===== src/rtl/uart_frame_seq_if.sv =====
// Handshake bundle shared by the frame sequencer, its requester and the byte-level UART transmitter.
interface uart_frame_seq_if #(
    parameter int PAYLOAD_BYTES = 4
) ();
    logic                       snd;
    logic [8*PAYLOAD_BYTES-1:0] payload;
    logic                       tx_done;
    logic                       trmt;
    logic [7:0]                 tx_data;
    logic                       busy;
    logic                       frm_done;

    modport master (
        input  snd, payload, tx_done,
        output trmt, tx_data, busy, frm_done
    );

    modport slave (
        output snd, payload, tx_done,
        input  trmt, tx_data, busy, frm_done
    );
endinterface


===== src/rtl/uart_frame_seq.sv =====
// Sends one telemetry frame (header, payload LSB byte first, inverted 8-bit sum) per accepted request,
// pacing each byte off the transmitter's tx_done flag.
module uart_frame_seq #(
    parameter int         PAYLOAD_BYTES = 4,
    parameter logic [7:0] HEADER        = 8'hA5
) (
    input logic              clk,
    input logic              rst,
    uart_frame_seq_if.master bus
);
    localparam int            IW       = $clog2(PAYLOAD_BYTES + 2);
    localparam logic [IW-1:0] LAST_IDX = IW'(PAYLOAD_BYTES + 1);

    localparam logic [1:0] S_IDLE = 2'd0;
    localparam logic [1:0] S_LOAD = 2'd1;
    localparam logic [1:0] S_GAP  = 2'd2;
    localparam logic [1:0] S_WAIT = 2'd3;

    logic [1:0]                 state;
    logic [IW-1:0]              idx;
    logic [7:0]                 csum;
    logic [8*PAYLOAD_BYTES-1:0] pay_q;
    logic [7:0]                 pay_byte;
    logic [7:0]                 cur_byte;

    always_comb begin
        pay_byte = 8'h00;
        for (int i = 0; i < PAYLOAD_BYTES; i++) begin
            if (idx == IW'(i + 1)) begin
                pay_byte = pay_q[8*i +: 8];
            end
        end
    end

    // Index 0 is the header, the last index carries the inverted running sum.
    always_comb begin
        if (idx == '0) begin
            cur_byte = HEADER;
        end else if (idx == LAST_IDX) begin
            cur_byte = ~csum;
        end else begin
            cur_byte = pay_byte;
        end
    end

    always_ff @(posedge clk) begin
        if (rst) begin
            state        <= S_IDLE;
            idx          <= '0;
            csum         <= 8'h00;
            pay_q        <= '0;
            bus.trmt     <= 1'b0;
            bus.tx_data  <= 8'h00;
            bus.busy     <= 1'b0;
            bus.frm_done <= 1'b0;
        end else begin
            bus.trmt     <= 1'b0;
            bus.frm_done <= 1'b0;
            case (state)
                S_IDLE: begin
                    if (bus.snd) begin
                        pay_q    <= bus.payload;
                        idx      <= '0;
                        csum     <= 8'h00;
                        bus.busy <= 1'b1;
                        state    <= S_LOAD;
                    end
                end
                S_LOAD: begin
                    if (bus.tx_done) begin
                        bus.trmt    <= 1'b1;
                        bus.tx_data <= cur_byte;
                        if (idx != '0 && idx != LAST_IDX) begin
                            csum <= csum + cur_byte;
                        end
                        state <= S_GAP;
                    end
                end
                // The transmitter still reports done for one clock after trmt; skip that sample.
                S_GAP: begin
                    state <= S_WAIT;
                end
                S_WAIT: begin
                    if (bus.tx_done) begin
                        if (idx < LAST_IDX) begin
                            idx   <= idx + IW'(1);
                            state <= S_LOAD;
                        end else begin
                            bus.busy     <= 1'b0;
                            bus.frm_done <= 1'b1;
                            state        <= S_IDLE;
                        end
                    end
                end
                default: begin
                    state <= S_IDLE;
                end
            endcase
        end
    end
endmodule


===== src/flat_wrapper.sv =====
// flat-port wrapper written by rule: the top's interface ports become plain ports
module uart_frame_seq_flat 
#(
    parameter int         PAYLOAD_BYTES = 4,
    parameter logic [7:0] HEADER        = 8'hA5
)
  (clk, rst, bus_snd, bus_payload, bus_tx_done, bus_trmt, bus_tx_data, bus_busy, bus_frm_done);
  uart_frame_seq_if #(.PAYLOAD_BYTES(PAYLOAD_BYTES)) bus_i ();
  input logic clk;
  input logic rst;
  input wire logic [$bits(bus_i.snd)-1:0] bus_snd;
  input wire logic [$bits(bus_i.payload)-1:0] bus_payload;
  input wire logic [$bits(bus_i.tx_done)-1:0] bus_tx_done;
  output wire logic [$bits(bus_i.trmt)-1:0] bus_trmt;
  output wire logic [$bits(bus_i.tx_data)-1:0] bus_tx_data;
  output wire logic [$bits(bus_i.busy)-1:0] bus_busy;
  output wire logic [$bits(bus_i.frm_done)-1:0] bus_frm_done;
  assign bus_i.snd = bus_snd;
  assign bus_i.payload = bus_payload;
  assign bus_i.tx_done = bus_tx_done;
  assign bus_trmt = bus_i.trmt;
  assign bus_tx_data = bus_i.tx_data;
  assign bus_busy = bus_i.busy;
  assign bus_frm_done = bus_i.frm_done;
  uart_frame_seq #(.PAYLOAD_BYTES(PAYLOAD_BYTES), .HEADER(HEADER)) u_core (.clk(clk), .rst(rst), .bus(bus_i));
endmodule

===== config.mk =====
export PLATFORM = sky130hd
export DESIGN_NAME = uart_frame_seq_flat
export DESIGN_NICKNAME = d
export VERILOG_FILES = /design/src/rtl/uart_frame_seq_if.sv /design/src/rtl/uart_frame_seq.sv /design/src/flat_wrapper.sv
export SDC_FILE = /design/constraint.sdc
export NUM_CORES = 1
export LEC_CHECK = 0
export CAP_MARGIN = 30
export CORE_ASPECT_RATIO = 1.25
export CORE_UTILIZATION = 30
export DETAILED_ROUTE_END_ITERATION = 10
export SLEW_MARGIN = 20
export SYNTH_ARGS = -nofsm -noshare
export SYNTH_HDL_FRONTEND = slang
export SYNTH_SLANG_ARGS = --single-unit
export TNS_END_PERCENT = 100

===== constraint.sdc =====
create_clock -name clk -period 3.1 [get_ports clk]
set_input_delay 0.465 -clock clk [delete_from_list [all_inputs] [get_ports clk]]
set_output_delay 0.465 -clock clk [all_outputs]
set_load 0.05 [all_outputs]

Word level (Yosys, flattened, before mapping)
Cells that the tools add are included.
{"block": "totals", "ram_bits": 0, "input_bits": 36, "romBits": 0, "memories": 0, "latch_bits": 0, "out_inout_bits": 11, "regBits": 56}
{"block": "op_classes", "eq_ne": 15, "div_mod_pow": 0, "n_shift": 0, "bitwise_logic": 4, "muxes": 25, "n_lt_le_gt_ge": 1, "addsub": 2, "reduce_logical": 14, "n_mul": 0}
{"cell": "8-bit 2-to-1 mux", "count": 9}
{"cell": "8-bit case mux with 2 select lines", "count": 1}
{"cell": "4-bit AND reduction", "count": 3}
{"cell": "3-bit 2-to-1 mux", "count": 3}
{"cell": "8-bit adder", "count": 1}
{"cell": "2-bit != test, second input constant", "count": 4}
{"cell": "8-bit NOT", "count": 1}
{"cell": "2-bit case mux with 4 select lines", "count": 1}
{"cell": "3-bit by 2-bit == test with 1-bit output, second input constant", "count": 2}
{"cell": "3-bit == test, second input constant", "count": 2}
{"cell": "1-bit 2-to-1 mux", "count": 6}
{"cell": "2-bit 2-to-1 mux", "count": 3}
{"cell": "3-bit case mux with 2 select lines", "count": 1}
{"cell": "2-bit == test, second input constant", "count": 2}
{"cell": "2-bit by 1-bit != test with 1-bit output, second input constant", "count": 2}
{"cell": "2-bit AND reduction", "count": 2}
{"cell": "2-bit nonzero test", "count": 2}
{"cell": "3-bit by 1-bit adder with 3-bit output, second input constant", "count": 1}
{"cell": "3-bit by 1-bit == test with 1-bit output, second input constant", "count": 1}
{"cell": "3-bit zero test", "count": 1}
{"cell": "3-bit less-than comparator, second input constant", "count": 1}
{"cell": "3-bit != test, second input constant", "count": 1}
{"cell": "1-bit NOT", "count": 3}
{"cell": "3-bit AND reduction", "count": 1}
{"cell": "7 further kinds", "count": 7}

Depth between registers and ports, before layout
Gate-level depths: netlist of the first run.
{"block": "logic_depth", "depth_word": 11, "mapped_depth": 15, "ltp_nobuf": 13}

Least setup slack after synthesis of the first run
No wires, ideal clock.
{"block": "synth_timing", "path_kind": "register to register", "from": "register u_core.idx[2]", "to": "register u_core.csum[7]", "arrival_ns": 3.005, "stages_incl_launch_ff": 16, "slack_ns": 0.032, "synth_period_minus_slack_ns": 3.068, "setup_time_ns": 0.062, "t_required_ns": 3.038, "cell_sequence": "dfxtp_1 > clkbuf_2 > buf_2 > inv_1 > ha_1 > buf_6 > nor2_1 > a221oi_1 > o22ai_1 > and2_1 > ha_1 > a211oi_1 > o21ai_0 > a2111oi_0 > a32oi_1 > nand3_1"}
{"block": "synth_via", "elab_chain_cells": 11, "word_cells_on_any_way": 21, "cone_classes": "add/sub: 1; eq/ne: 7; mux: 9; reduce/logical: 4"}
{"item": "start: declaration", "line_no": "uart_frame_seq.sv:20", "rtl": "logic [IW-1:0] idx;"}
{"item": "start signal: assignment", "line_no": "uart_frame_seq.sv:86", "rtl": "idx <= idx + IW'(1);"}
{"item": "3-bit by 1-bit == test with 1-bit output", "line_no": "uart_frame_seq.sv:29", "rtl": "if (idx == IW'(i + 1)) begin"}
{"item": "8-bit 2-to-1 mux (4 in a row)", "line_no": "uart_frame_seq.sv:29"}
{"item": "8-bit 2-to-1 mux", "line_no": "uart_frame_seq.sv:39", "rtl": "end else if (idx == LAST_IDX) begin"}
{"item": "8-bit 2-to-1 mux (*)", "line_no": "uart_frame_seq.sv:37", "rtl": "if (idx == '0) begin"}
{"item": "via u_core.cur_byte[1]", "line_no": "uart_frame_seq.sv:24", "rtl": "logic [7:0] cur_byte;"}
{"item": "8-bit adder (*)", "line_no": "uart_frame_seq.sv:74", "rtl": "csum <= csum + cur_byte;"}
{"item": "8-bit 2-to-1 mux (*)", "line_no": "uart_frame_seq.sv:73", "rtl": "if (idx != '0 && idx != LAST_IDX) begin"}
{"item": "8-bit 2-to-1 mux (*)", "line_no": "uart_frame_seq.sv:70", "rtl": "if (bus.tx_done) begin"}
{"item": "8-bit case mux with 2 select lines (*)", "line_no": "uart_frame_seq.sv:59", "rtl": "case (state)"}
{"item": "end signal: assignment", "line_no": "uart_frame_seq.sv:74"}
{"item": "end: declaration", "line_no": "uart_frame_seq.sv:21", "rtl": "logic [7:0] csum;"}
Mark *: on every way through the listed nets, which the timed path passes. The rest lies on a longest branch. The select of a mux whose other input is x is not followed.
A chain may end at the register's enable or synchronous reset.

Worst setup path in the final report of the first run
{"block": "layout_timing", "from": "register u_core.idx[0]", "to": "register u_core.csum[7]"}
The elaborated chain is that of the path after synthesis.

==> results of run 1 <==
-- synth_stat cells (2+ instances only) --
library cell,instances,area share [%]
and3_1,3,0.65
a32o_1,4,1.4
nand2_1,88,12
and3b_1,3,0.92
buf_1,2,0.26
a21oi_1,39,6.8
ha_1,15,6.5
a32oi_1,3,0.92
mux2i_1,4,1.4
a22o_1,3,0.92
nand3_1,6,1.0
a211o_1,3,0.92
clkbuf_1,17,2.2
buf_2,3,0.52
inv_1,6,0.79
o211ai_1,3,0.79
nor2b_1,5,1.1
dfxtp_1,56,39
a21o_1,2,0.52
nor2_1,27,3.5
and2_1,9,2.0
a221oi_1,5,1.5
a211oi_1,3,0.79
a2111oi_0,2,0.61
o2111ai_1,3,0.92
o21a_1,5,1.3
o311ai_0,2,0.61
o22ai_1,5,1.1
a22oi_1,3,0.79
nor3_1,3,0.52
o21ai_0,20,3.5
-- state kept, by name (all words and copies together) (netlist names) --
name / flops
u_core.bus.frm_done: 1
u_core.state: 2
u_core.idx: 3
u_core.bus.trmt: 1
u_core.pay_q: 32
u_core.csum: 8
u_core.bus.busy: 1
u_core.bus.tx_data: 8
-- worst min path at each step --
stage	slack [ps]	end	depth (start not counted)
3_5_place_dp	440	u_core.pay_q[15]	2
5_1_grt	480	u_core.pay_q[9]	2
3_3_place_gp	450	u_core.pay_q[15]	2
6_report	450	u_core.bus.tx_data[0]	2
2_1_floorplan	430	u_core.pay_q[15]	2
4_1_cts	450	u_core.pay_q[15]	2
-- worst max-delay path, cell delays in order (launching register included) --
cell,delay (ps)
dfxtp_2,340
inv_1,70
ha_1,200
buf_4,170
o21ai_0,120
a221oi_2,230
o22ai_1,120
and2_1,210
ha_1,340
a211oi_2,240
o21ai_1,170
a2111oi_2,390
a32oi_1,150
nand3_1,90
-- final cells by class --
type / instances / area share (%)
inverter: 6 / 0.593
multi-input combinational: 280 / 44.3
timing repair buffer: 73 / 17.5
tap: 123 / 4.05
sequential: 56 / 29.6
clock buffer: 7 / 4.02
-- metal layers --
metal | vias up | routed length (um)
li1 | 1398 | -
met2 | 72 | 3670
met4 | 0 | 191
met1 | 1249 | 3330
met3 | 16 | 269
met5 | - | 0
-- kinds of logic (layout without fill, tap and decap cells) --
family	count (synthesis)	after routing	synth area share, %
muxes	5	5	1.79
and+or+nand+nor	150	150	22.9
xor gates and xnor gates	1	1	0.305
AOI/OAI and AO/OA	108	108	24.3
buffers and inverters	30	86	4.36
DFF	56	56	39.1
adders and majority gates	16	16	7.24
-- per-stage QoR --
stage,util (%),power (W),instances,worst slack (ps)
final,41.2,0.00217,545,194
after global routing,41.2,0.00230,545,-72.7
after CTS,40.5,0.00219,545,14.7
after detailed placement,38.8,0.00160,538,25.4
after global placement,38.8,0.00159,538,61.3
after floorplan,-,0.00137,366,32.5
-- repair_timing --
item / in CTS / in global routing
hold buffers: 0 / 0
pin swaps: 0 / 3
gates resized for setup: 1 / 18
endpoints found under the hold margin: 0 / 0
buffers inserted: 0 / 0
gates cloned: 0 / 0
endpoints found under the setup margin: 1 / 3
-- power by group --
part / leakage (nW) / internal, W / switching, W / total (W)
registers: 0.458 / 0.000825 / 0.0000710 / 0.000896
clock network: 0.0760 / 0.000340 / 0.000247 / 0.000587
logic: 0.954 / 0.000258 / 0.000425 / 0.000684
==> summary.md, run 1 <==
| Metric | Value |
|---|---|
| WP data required | 3340 ps |
| Cells on worst reg2reg path | 13 |
| Initial antenna violation count | 0 |
| Min Tclk post-route | 2910 ps |
| Critical path arrival | 3140 ps |
| Hold Path Class | reg2reg |
| Share of cells above drive strength 1 | 11.4% |
| Ys async rst share | 0% |
| Avg Synthesized Cell Area | 7.84 sq um |
| Nets | 474 |
| Initial DRT Pass Iterations | 4 |
| Post-synth EDFFs | 0 |
| Synth unique cells | 45 |
| Vias | 2735 |
| Routed len/inst | 13.7 um |
| Post-route DRC | 0 |
| Gpl congestion | 0.872 |
| Crit path kind | reg2reg |
| Crit path to | u_core.csum[7] |
| Outcome | complete, no violations |
| Initial DRC Count | 111 |
| H-tree levels | 2 |
| Met1 Usage GRT | 19.9% |
| Critical Path Start | u_core.idx[0] |
| Die area | 9960 sq um |
| Hold slack | 454 ps |
| Met3 GRT Util | 3.20% |
| PD cells | 571 nW/um^2 |
| CTS Sinks | 56 |
| Flops & latches, synth | 56 |
| FP Rows | 39 |
| CTS tree | done |
| Post-route design area | 3800 sq um |
| RSZ-0062 raised after global routing | true |
| Starting Density | 31.1% |
| VDD IR max | 0.275 mV |
| GR Overflow Total | 0 |
| Lkg Pwr | 1.49 nW |
| Ys Warns | 0 |
| GR Layer Usage met2 | 26.0% |
| Setup slack, reg-to-reg | 190 ps |
| Critical register-to-register path endpoint | u_core.csum[7] |
| Clk root buf | clkbuf_16 |
| Commonest non-fill, non-tap cell in the layout | nand2_1 |
| Vias per cell | 5.02 |
| Largest net degree at the start of global routing | 51 |
| CTS max path bufs | 2 |
| Area of the multi-input gates | 1680 sq um |
| Die W | 89.5 um |
| Area Growth Syn to Fin | 32.4% |
| Post-DRT Antenna Nets | 0 |
| Worst slew margin | 65.0% |
| Detailed Place HPWL | 5550 um |
| Clock Pin Slew Worst Setup and Hold Paths | 70 ps |
| Ant. Diodes | 0 |
| Number of cells produced by synthesis | 366 |
| PortBufs | 46 |
| Launch point of the worst reg-to-reg path | u_core.idx[0] |
| Netlist Area Pre-Place | 2870 sq um |
| All-Layer GR Usage | 15.9% |
| Vias in the first global route | 2658 |
| Placed cell areas | 3580 sq um |
| Die Y | 111 um |
| Top FF cell, synth | dfxtp_1 |
| Total of max-cap violations | 0 |
| Core Area | 9220 sq um |
| Final period util | 93.7% |
| Clock Latency Late Sink | 290 ps |
| Syn Nets | 418 |
| First-pass GRT wire length | 12400 um |
| Layer with the highest usage | met2 |
| Crit Path Max Fanout | 10 |
| CTS Buf Count | 5 |
| Hold path start | u_core.bus.tx_data[0] |
| Most frequent cells in the layout | 88 x nand2_1, 54 x dfxtp_1, 46 x clkdlybuf4s50_1 |
| Number of fill cells | 954 |
| CP endpoint kind | flop |
| Slew Viols, Final | 0 |
| Fin. Hold Viols | 0 |
| Max frequency | 0.344 GHz |
| Worst clock skew | 5.47 ps |
| Sequential area share after synthesis | 39.1% |
| IO Count | 47 |
| Final setup vio count | 0 |
| Worst slew pin tran | 525 ps |
| Crit start category | flop |
| Routed WL | 7460 um |
| FF+latch area | 1120 sq um |
| Setup_tns | 0 ps |
No activity file was read; power rests on OpenSTA's default activity.
==> inputs of run 2 (changes only) <==
--- a/config.mk
+++ b/config.mk
@@ -9,6 +9,7 @@
 export CORE_ASPECT_RATIO = 1.25
 export CORE_UTILIZATION = 30
 export DETAILED_ROUTE_END_ITERATION = 10
+export PLACE_DENSITY_LB_ADDON = 0.25
 export SLEW_MARGIN = 20
 export SYNTH_ARGS = -nofsm -noshare
 export SYNTH_HDL_FRONTEND = slang
==> run 2 against run 1 <==
Compared with the run above: hold slack better by 4.1 ps; critical path depth unchanged; first-iteration DRC count decreased by 3.6%; register-to-register slack improved by 30 ps; largest power group unchanged.
==> summary.md, run 2 (synthesized netlist as in run 1, its figures left out) <==
| Metric | Value |
|---|---|
| Crit Path Max Fanout | 10 |
| Post-route DRC | 0 |
| Final setup vio count | 0 |
| Area of the multi-input gates | 1690 sq um |
| Total power | 0.00224 W |
| Worst slew margin | 64.1% |
| Critical register-to-register path endpoint | u_core.csum[7] |
| Largest registers | u_core.pay_q x32, u_core.bus.tx_data x8, u_core.csum x8 |
| Detailed Place HPWL | 5410 um |
| Routed WL | 7410 um |
| Met3 WL post-DR | 164 um |
| GR Overflow Total | 0 |
| Clock Latency Late Sink | 290 ps |
| Largest net degree at the start of global routing | 51 |
| WP data required | 3330 ps |
| Hold Path Class | reg2reg |
| Vias in the first global route | 2627 |
| Highest routed metal layer | met4 |
| CTS tree | done |
| Routed len/inst | 13.6 um |
| VDD IR max | 0.285 mV |
| Post-DRT Antenna Nets | 0 |
| Critical path arrival | 3110 ps |
| Ant. Diodes | 0 |
| Min Tclk post-route | 2880 ps |
| Launch point of the worst reg-to-reg path | u_core.idx[0] |
| Max frequency | 0.348 GHz |
| CTS max path bufs | 2 |
| Die area | 9960 sq um |
| Hold Crit Endpoint | u_core.pay_q[15] |
| Number of fill cells | 939 |
| Crit start category | flop |
| FF+latch area | 1120 sq um |
| Most frequent cells in the layout | 88 x nand2_1, 54 x dfxtp_1, 45 x clkdlybuf4s50_1 |
| Share of cells above drive strength 1 | 11.9% |
| Worst clock skew | 2.69 ps |
| CP endpoint kind | flop |
| All-Layer GR Usage | 15.9% |
| Met2 Wirelength | 3560 um |
| Initial antenna violation count | 0 |
| Worst slew pin tran | 538 ps |
| Hold Buf Count CTS | 0 |
| Vias per cell | 4.92 |
| Core Util, Final | 41.3% |
| Placed cell areas | 3560 sq um |
| Setup_tns | 0 ps |
| Post-CTS Setup Inserts | 0 |
| Initial DRC Count | 107 |
| Gpl congestion | 0.893 |
| Post-route design area | 3810 sq um |
| Core Area | 9220 sq um |
| FP Rows | 39 |
| Die Y | 111 um |
| Final period util | 92.8% |
| PD cells | 589 nW/um^2 |
| First-pass GRT wire length | 12400 um |
| Slew Viols, Final | 0 |
| WL met1 | 3560 um |
| Initial DRT Pass Iterations | 4 |
| Die W | 89.5 um |
| Starting Density | 31.1% |
| Vias | 2678 |
| Area Growth Syn to Fin | 32.8% |
| Cells on worst reg2reg path | 13 |
| Hold path start | u_core.pay_q[15] |
| Fin. Hold Viols | 0 |
| Setup slack, reg-to-reg | 220 ps |
| WHS Path Cells | 2 |
| Lkg Pwr | 1.49 nW |
| Outcome | complete, no violations |
| Clock Pin Slew Worst Setup and Hold Paths | 70 ps |
| Critical Path Start | u_core.idx[0] |
| Crit path kind | reg2reg |
| Total of max-cap violations | 0 |
| Largest Register | u_core.pay_q |
| CTS Buf Count | 5 |
| PortBufs | 46 |
| H-tree levels | 2 |
| IO Count | 47 |
| Clk root buf | clkbuf_16 |
| CTS Sinks | 56 |
| Nets | 472 |
| Number of flip-flops in the largest register | 32 |
| Hold slack | 459 ps |
| Commonest non-fill, non-tap cell in the layout | nand2_1 |
-- run 2: how the worst max path moves through the flow --
stage / slack [ps] / to / cells past startpoint
after floorplan: 30 / u_core.csum[7] / 15
after global placement: 110 / u_core.csum[6] / 14
after detailed placement: 50 / u_core.csum[7] / 13
after CTS: 40 / u_core.csum[6] / 14
after global routing: -20 / u_core.csum[7] / 14
final: 220 / u_core.csum[7] / 13
-- run 2: cell type report --
class,instances,share of cell area (%)
clock buffer,6,3.65
clock inverter,2,1.02
inverter,6,0.592
multi-input combinational,280,44.3
sequential,56,29.5
tap,123,4.04
timing repair buffer,71,16.9
-- run 2: per-stage QoR --
step	setup slack, ps	std cells
after global routing	-19.7	544
after floorplan	32.5	366
after global placement	114	536
after CTS	35.0	544
final	224	544
after detailed placement	48.0	536
-- run 2: worst max-delay path, cell delays in order (launching register included) --
cell,delay [ps]
dfxtp_2,340
inv_1,80
ha_1,200
buf_4,170
o21ai_1,90
a221oi_2,240
o22ai_1,140
and2_1,220
ha_1,340
a211oi_2,260
o21ai_1,160
a2111oi_2,360
a32oi_1,150
nand3_1,100
-- run 2: what timing repair did --
| item | 4_1_cts | 5_1_grt |
|---|---|---|
| gates resized for setup | 1 | 20 |
| hold endpoints to repair | 0 | 0 |
| setup endpoints to repair | 1 | 5 |
| pin swaps | 1 | 3 |
-- run 2: per-layer routing --
metal	global-route usage, %	up-vias
met3	2.53	7
met1	20.4	1230
met2	26.8	47
met5	0	-
li1	-	1394
met4	5.40	0
-- run 2: power breakdown --
group / switching [W] / internal, W / leakage, nW / total, W
combinational: 0.000425 / 0.000258 / 0.940 / 0.000683
sequential: 0.0000714 / 0.000825 / 0.458 / 0.000897
clock: 0.000257 / 0.000405 / 0.0871 / 0.000662
==> inputs of run 3 (changes only) <==
--- a/config.mk
+++ b/config.mk
@@ -6,10 +6,10 @@
 export NUM_CORES = 1
 export LEC_CHECK = 0
 export CAP_MARGIN = 30
-export CORE_ASPECT_RATIO = 1.25
 export CORE_UTILIZATION = 30
 export DETAILED_ROUTE_END_ITERATION = 10
 export PLACE_DENSITY_LB_ADDON = 0.25
+export SKIP_LAST_GASP = 1
 export SLEW_MARGIN = 20
 export SYNTH_ARGS = -nofsm -noshare
 export SYNTH_HDL_FRONTEND = slang
==> run 3 against run 2 <==
Compared with the run above: final cell count is 0.74% higher; worst setup slack worse by 2.4 ps; first-iteration DRC count is 18% higher; wire length is 2.3% higher; clock power is 38% lower; non-clock buffer count is 2 lower; core utilization is 0.84 points lower; sequential power hardly changed; sequential cell count stayed put; global-route usage hardly changed; via count is 2.0% higher; clock-buffer cell count is 1 higher; largest power group unchanged.
==> summary.md, run 3 (synthesized netlist as in run 1, its figures left out) <==
| Metric | Value |
|---|---|
| FP Rows | 35 |
| Clock Pin Slew Worst Setup and Hold Paths | 90 ps |
| Worst clock skew | 5.06 ps |
| CTS tree | done |
| Core Area | 9240 sq um |
| Crit path kind | reg2reg |
| Starting Density | 31.0% |
| Crit start category | flop |
| Die Y | 99.8 um |
| Gpl congestion | 0.868 |
| All-Layer GR Usage | 15.9% |
| CTS Sinks | 56 |
| Post-DRT Antenna Nets | 0 |
| H-tree levels | 2 |
| CP cell instances | inv_1 > ha_2 > and3b_1 > o21ai_1 > a32oi_2 > ha_1 > fa_1 > a211oi_2 > nor2_1 > o21a_1 > o211ai_1 > o311ai_1 |
| Largest net degree at the start of global routing | 51 |
| P_sw | 0.000741 W |
| Max frequency | 0.347 GHz |
| Clock Power Share | 20.6% |
| RSZ-0062 raised after global routing | false |
| CP endpoint kind | flop |
| Routed WL | 7580 um |
| Launch point of the worst reg-to-reg path | u_core.idx[0] |
| Die area | 9950 sq um |
| Ant. Diodes | 0 |
| Routed len/inst | 13.8 um |
| Slew Viols, Final | 0 |
| Switching share of power | 37.0% |
| Min Tclk post-route | 2880 ps |
| Post-route DRC | 0 |
| Largest Register | u_core.pay_q |
| Number of flip-flops in the largest register | 32 |
| Largest registers | u_core.pay_q x32, u_core.bus.tx_data x8, u_core.csum x8 |
| GR Overflow Total | 0 |
| Critical path arrival | 3070 ps |
| Area Growth Syn to Fin | 30.3% |
| Final period util | 92.9% |
| Worst slew margin | 63.7% |
| Outcome | complete, no violations |
| Vias per cell | 4.99 |
| Total of max-cap violations | 0 |
| Finished Layout Cells | 548 |
| PD cells | 536 nW/um^2 |
| IO Count | 47 |
| Core Util, Final | 40.4% |
| Sequential share of power | 44.7% |
| Crit-path slowest cell | fa_1 |
| Vias in the first global route | 2512 |
| Initial DRT Pass Iterations | 4 |
| CP peak stage delay | 460 ps |
| WP data required | 3290 ps |
| Clk root buf | clkbuf_8 |
| Detailed Place HPWL | 5470 um |
| Worst path top cell family by delay | compound AO/OA/AOI/OAI gates |
| Share of cells above drive strength 1 | 11.2% |
| Placed cells | 540 |
| Nets | 470 |
| Die W | 99.8 um |
| Hold Buf Count CTS | 0 |
| Fin. Hold Viols | 0 |
| CTS Buf Count | 5 |
| Lkg Pwr | 1.44 nW |
| Critical Path Start | u_core.idx[0] |
| Post-CTS Setup Inserts | 0 |
| Final setup vio count | 0 |
| Crit Path Max Fanout | 5 |
| CP bufs+invs | 1 |
| Initial antenna violation count | 0 |
| Initial DRC Count | 126 |
| Clock Latency Late Sink | 310 ps |
| Commonest non-fill, non-tap cell in the layout | nand2_1 |
| Hold Path Class | reg2reg |
| Most frequent cells in the layout | 88 x nand2_1, 54 x dfxtp_1, 45 x clkdlybuf4s50_1 |
| VDD IR max | 0.268 mV |
| P_int | 0.00126 W |
| PortBufs | 46 |
| Hold path start | u_core.bus.tx_data[0] |
| Logic pwr share | 34.7% |
| Worst slew pin tran | 544 ps |
| First-pass GRT wire length | 12500 um |
| Vias | 2732 |
| CTS max path bufs | 2 |
-- run 3: cell types whose count changed in the layout (fill, tap and decap cells not counted), moves of 2 or more --
cell       delta
clkbuf_8      +5
buf_4         -3
clkbuf_16     -5
o21ai_0       +2
o21ai_1       -2
-- run 3: worst min-delay path, cell delays in order, from the launching register on --
cell and delay [ps]:
dfxtp_1 320, nand2_1 50, a21oi_1 50
-- run 3: worst paths after layout --
kind | slack (ps) | cells past startpoint | to
worst max-delay path | 220 | 12 | u_core.csum[6]
worst min-delay path | 460 | 2 | u_core.bus.tx_data[0]
worst max register to register | 220 | 12 | u_core.csum[6]
worst min register to register | 460 | 2 | u_core.bus.tx_data[0]
-- run 3: stage by stage --
step	hold slack, ps	power (W)	TNS (ps)	cell area [sq um]	worst slack (ps)
2_1_floorplan	431	0.00137	0	2870	32.5
3_3_place_gp	444	0.00160	0	3570	103
3_5_place_dp	448	0.00161	-3.37	3570	-3.37
4_1_cts	463	0.00203	0	3660	43.7
5_1_grt	485	0.00216	0	3740	0.845
6_report	458	0.00200	0	3740	221
-- run 3: timing repair --
item,in CTS,in global routing
gates cloned,0,0
gates resized for setup,1,19
pin swaps,1,3
endpoints found under the setup margin,2,3
-- run 3: per-layer routing --
layer  vias to the layer above  global-route usage (%)  share of wire [%]  wire [um]
met5                         -                       0                  0          0
met4                         0                    6.56                2.4        184
met3                        14                    2.37                4.0        301
met2                        68                    25.4                 46       3480
met1                      1260                    21.5                 48       3610
li1                       1390                       -                  -          -
-- run 3: layout make-up --
class                           count  area (sq um)
Fill cell                         973          5500
Multi-Input combinational cell    280          1700
Sequential cell                    56          1120
Timing Repair Buffer               69           641
Tap cell                          129           161
Clock buffer                        7          86.3
Inverter                            6          22.5
Clock inverter                      1          7.51
-- run 3: power groups by stage --
| stage | clock, W | sequential (W) | combinational [W] |
|---|---|---|---|
| global placement | 0 | 0.000910 | 0.000691 |
| finish | 0.000413 | 0.000895 | 0.000696 |
| global route | 0.000466 | 0.000909 | 0.000790 |
| CTS | 0.000436 | 0.000894 | 0.000699 |
| detailed placement | 0 | 0.000911 | 0.000697 |
| floorplan | 0 | 0.000946 | 0.000428 |
